<file path="config.mk">
export PLATFORM = sky130hd
export DESIGN_NAME = avl_sample_fetch
export DESIGN_NICKNAME = d
export VERILOG_FILES = /design/src/rtl/avl_sample_fetch.sv
export SDC_FILE = /design/constraint.sdc
export NUM_CORES = 1
export LEC_CHECK = 0
export ABC_AREA = 1
export CORE_MARGIN = 2
export CORE_UTILIZATION = 35
export DETAILED_ROUTE_END_ITERATION = 8
export DONT_BUFFER_PORTS = 1
export PLACE_DENSITY = 0.56
export REMOVE_ABC_BUFFERS = 1
export SLEW_MARGIN = 0
export SYNTH_ARGS = -nofsm -noshare
export SYNTH_HDL_FRONTEND = slang
export SYNTH_SLANG_ARGS = --single-unit
</file>
<file path="constraint.sdc">
create_clock -name clk -period 6.3 [get_ports clk]
set_input_delay 1.575 -clock clk [delete_from_list [all_inputs] [get_ports clk]]
set_output_delay 1.575 -clock clk [all_outputs]
set_load 0.005 [all_outputs]
</file>
<file path="src/rtl/avl_sample_fetch.sv">
// avl_sample_fetch: fetches a block of 32-bit sample words over an Avalon-MM
// read master and streams them, in address order, through a small
// first-word-fall-through buffer toward an audio sink.
module avl_sample_fetch #(
  parameter int FIFO_DEPTH = 4
) (
  input  logic        clk,
  input  logic        reset,
  input  logic        start,
  input  logic [31:0] base_addr,
  input  logic [15:0] word_count,
  output logic        busy,
  output logic        done,
  output logic [31:0] m_address,
  output logic        m_read,
  output logic        m_write,
  output logic [31:0] m_writedata,
  input  logic [31:0] m_readdata,
  input  logic        m_waitrequest,
  output logic [31:0] out_data,
  output logic        out_valid,
  input  logic        out_ready
);

  localparam int AW = (FIFO_DEPTH > 1) ? $clog2(FIFO_DEPTH) : 1;
  localparam logic [AW:0] DEPTH = (AW+1)'(FIFO_DEPTH);
  localparam logic [AW:0] ONE_WORD = (AW+1)'(1);

  localparam logic [1:0] IDLE  = 2'd0;
  localparam logic [1:0] FETCH = 2'd1;
  localparam logic [1:0] DRAIN = 2'd2;

  logic [1:0]    state;
  logic [31:0]   addr;
  logic [15:0]   remaining;
  logic [31:0]   mem [FIFO_DEPTH];
  logic [AW-1:0] wr_ptr;
  logic [AW-1:0] rd_ptr;
  logic [AW:0]   count;
  logic          push;
  logic          pop;

  // Read strobe, buffer handshakes and status outputs derived from registered state
  always_comb begin
    m_read      = (state == FETCH) && (remaining != 16'd0) && (count < DEPTH);
    push        = m_read && !m_waitrequest;
    out_valid   = (count != '0);
    pop         = out_valid && out_ready;
    out_data    = out_valid ? mem[rd_ptr] : 32'd0;
    m_address   = addr;
    busy        = (state != IDLE);
    m_write     = 1'b0;
    m_writedata = 32'd0;
  end

  // Transfer sequencing: accept a request, walk the address range, wait for the sink to drain
  always_ff @(posedge clk) begin
    if (!reset) begin
      state     <= IDLE;
      addr      <= 32'd0;
      remaining <= 16'd0;
      done      <= 1'b0;
    end else begin
      done <= 1'b0;
      case (state)
        IDLE: begin
          if (start) begin
            if (word_count != 16'd0) begin
              addr      <= base_addr;
              remaining <= word_count;
              state     <= FETCH;
            end else begin
              done <= 1'b1;
            end
          end
        end
        FETCH: begin
          if (push) begin
            addr      <= addr + 32'd4;
            remaining <= remaining - 16'd1;
            if (remaining == 16'd1) begin
              state <= DRAIN;
            end
          end
        end
        DRAIN: begin
          if (pop && (count == ONE_WORD)) begin
            state <= IDLE;
            done  <= 1'b1;
          end
        end
        default: state <= IDLE;
      endcase
    end
  end

  // Buffer pointers and occupancy; a simultaneous push and pop leaves occupancy unchanged
  always_ff @(posedge clk) begin
    if (!reset) begin
      wr_ptr <= '0;
      rd_ptr <= '0;
      count  <= '0;
    end else begin
      if (push) begin
        wr_ptr <= wr_ptr + AW'(1);
      end
      if (pop) begin
        rd_ptr <= rd_ptr + AW'(1);
      end
      case ({push, pop})
        2'b10:   count <= count + ONE_WORD;
        2'b01:   count <= count - ONE_WORD;
        default: count <= count;
      endcase
    end
  end

  // Buffer storage captures read data in the cycle the read is accepted
  always_ff @(posedge clk) begin
    if (push) begin
      mem[wr_ptr] <= m_readdata;
    end
  end

endmodule

</file>
==> flow_summary.json <==
{
  "yosysTopAreaCellShare_pct": 40.4,
  "power.leakage_nw": 4.05,
  "arrival_ns": 2.50,
  "post-route-period-util_pct": 64.7,
  "synth_area_um2": 9520,
  "post-route-drc-count": 0,
  "start_kind": "flip-flop",
  "dieArea_um2": 28500,
  "dp_hpwl_mm": 15.5,
  "design_area_um2": 10200,
  "ys_seq_area_share_pct": 53.0,
  "power_density_nw_per_um2": 413,
  "area_growth_pct": 7.59,
  "finalCriticalPeriod_ns": 4.08,
  "ys_top_cells_by_area": "edfxtp_1 40%, dfxtp_1 13%, nor2_1 12%",
  "finalWirelength_mm": 23.7,
  "clkSinkCount": 188,
  "ir_drop_mv": 0.185,
  "synth_cell_types": 35,
  "start_util_pct": 35.5,
  "clock_skew_ns": 0.0161,
  "ctsLongestPathBuffers": 2,
  "rsz0062_at_grt": "false",
  "cts-root-buf": "clkbuf_16",
  "slew_viol_final": 0,
  "tns_ns": 0,
  "path_max_fanout": 65,
  "io_buffers": 0,
  "finalHoldViolCount": 0,
  "cts_resized": 0,
  "cap_viol_max_count": 0,
  "fill_cells": 2815,
  "row_count": 60,
  "grt_pass1_wl_mm": 37.5,
  "dp.cells": 1483,
  "coreArea_um2": 26800,
  "drive_above_1_share_pct": 5.11,
  "place_area_um2": 9660,
  "antenna_found_initial": 0,
  "required_ns": 4.72,
  "synthMuxAreaShare_pct": 0,
  "io_pins": 186,
  "synth_top_area_cell": "edfxtp_1",
  "slew_headroom_pct": 25.9,
  "routabilityCongestion": 0.840,
  "vias_per_cell": 4.86,
  "grt_max_degree": 66,
  "grt_use_total_pct": 16.6,
  "fin_nets": 1259,
  "cts_hold_buf": 0,
  "clk_pin_slew_worst_paths_ns": 0.07,
  "post_drt_wl_per_cell_um": 15.6,
  "worstSetupPathType": "flip-flop to primary output",
  "drt_iter0_drc": 529,
  "synth_cells": 1186,
  "cts_tree": "built",
  "end_kind": "primary output",
  "antennaDiodeCount": 0,
  "ant_nets": 0,
  "grt_pass1_vias": 6928,
  "totalPowerFinal_mw": 4.23,
  "vias": 7367,
  "status": "finished clean",
  "cts_setup_buffers": 0,
  "ys_ff_latch": 188,
  "worst_hold_path_type": "flip-flop to flip-flop",
  "instances_no_fill": 1515,
  "syn_avg_cell_area_um2": 8.02,
  "fp.dieW_um": 169,
  "synthAdderAreaFrac_pct": 1.71,
  "synthXorXnorAreaFrac_pct": 0.552,
  "dr.pass1.iters": 5,
  "clk_latency_ns": 0.43,
  "h-tree-depth": 4,
  "cts_made_buffers": 17,
  "die_h_um": 169,
  "synth_top_family_by_area": "simple AND/OR/NAND/NOR gates",
  "setup_viol": 0,
  "synth_simple_gate_area_share_pct": 27.3,
  "synth_warnings": 0,
  "grt-ovfl-total": 0,
  "fmax_ghz": 0.245,
  "worst_slew_pin_slew_ns": 1.11,
  "synth-compound-area-share_pct": 8.95
}
[layer usage]
layer  share of wire [%]  up-vias  track usage (%)
li1                    -     3748                -
met1                  44     3404             20.6
met2                  48      206             28.6
met3                 7.5        9             5.31
met4                0.63        0             3.30
met5                   0        -                0
[metrics by stage]
| stage | util [%] | setup WS [ns] | hold WS, ns |
|---|---|---|---|
| after CTS | 38.2 | 2.14 | 0.492 |
| final | 38.2 | 2.22 | 0.487 |
| after global routing | 38.2 | 2.02 | 0.516 |
| after global placement | 36.1 | 2.49 | 0.457 |
| after floorplan | - | 1.68 | 0.444 |
| after detailed placement | 36.1 | 2.42 | 0.479 |
[state kept, by name, summed over array words and instances (netlist names), named ones only]
register	cells
remaining	16
wr_ptr	2
count	3
m_address	32
done	1
mem	128
state	2
rd_ptr	2
[power by group]
part / leakage (nW) / total [mW] / switching [mW] / internal, mW
sequential: 1.65 / 1.69 / 0.186 / 1.51
clock: 0.273 / 1.06 / 0.529 / 0.530
combinational: 2.12 / 1.48 / 1.03 / 0.444
total: 4.05 / 4.23 / 1.75 / 2.48
[layout make-up]
cell class | instances | area [um^2] | area share [%]
Tap cell | 341 | 427 | 4.17
Sequential cell | 188 | 5050 | 49.3
Clock buffer | 17 | 425 | 4.15
Inverter | 83 | 312 | 3.04
Clock inverter | 15 | 150 | 1.47
Multi-Input combinational cell | 864 | 3830 | 37.4
Timing Repair Buffer | 7 | 52.6 | 0.513
[Yosys cell counts (all sizes together)]
| cell type | instances |
|---|---|
| and3 | 1 |
| clkinv | 1 |
| xnor2 | 1 |
| o32a | 1 |
| o31ai | 4 |
| xor2 | 5 |
| ha | 13 |
| nand2 | 264 |
| and2 | 1 |
| dfxtp | 60 |
| a31oi | 3 |
| nor2 | 307 |
| o21ai | 100 |
| buf | 52 |
| edfxtp | 128 |
| nand4 | 15 |
| clkbuf | 31 |
| inv | 82 |
| nor3 | 4 |
| or2 | 2 |
| a21oi | 57 |
| nand3b | 2 |
| nand3 | 50 |
| o21a | 1 |
| conb | 1 |
[placed cells by master, fill, tap and decap left out, drive strengths merged, types with 2 or more instances in the layout]
| cell | count |
|---|---|
| nand3b | 2 |
| a31oi | 3 |
| clkbuf | 17 |
| o21ai | 100 |
| xor2 | 5 |
| clkinv | 5 |
| o31ai | 4 |
| nand3 | 50 |
| ha | 13 |
| nor2 | 307 |
| inv | 90 |
| nor3 | 4 |
| clkinvlp | 3 |
| a21oi | 57 |
| nand4 | 15 |
| conb | 33 |
| nand2 | 264 |
| buf | 7 |
| edfxtp | 128 |
| dfxtp | 60 |
| or2 | 2 |
[cell families (layout without fill, tap and decap cells)]
logic type               after synthesis  after routing
other                                  1             33
XOR/XNOR                               6              6
AO/OA/AOI/OAI                        166            166
AND/OR/NAND/NOR                      646            646
adder cells (fa/ha/maj)               13             13
buffers and inverters                166            122
flip-flops                           188            188
[critical path, cell delays in order (launching register included)]
cell and delay (ns):
dfxtp_2 0.31, buf_4 0.53, clkinv_1 0.36, buf_4 0.38
o21ai_0 0.32, a21oi_1 0.14
[worst paths after layout]
check	from	end	slack, ns	cells past startpoint
setup / recovery	flip-flop	out_data[17]	2.22	5
hold reg to reg	rd_ptr[0]$_SDFFE_PN0P_	flip-flop	0.49	1
setup reg to reg	state[1]$_SDFFE_PN0P_	remaining[12]$_SDFFE_PN0P_	2.84	9
hold / removal	rd_ptr[0]$_SDFFE_PN0P_	flip-flop	0.49	1
Note: power is estimated with default switching activity, not from simulation.
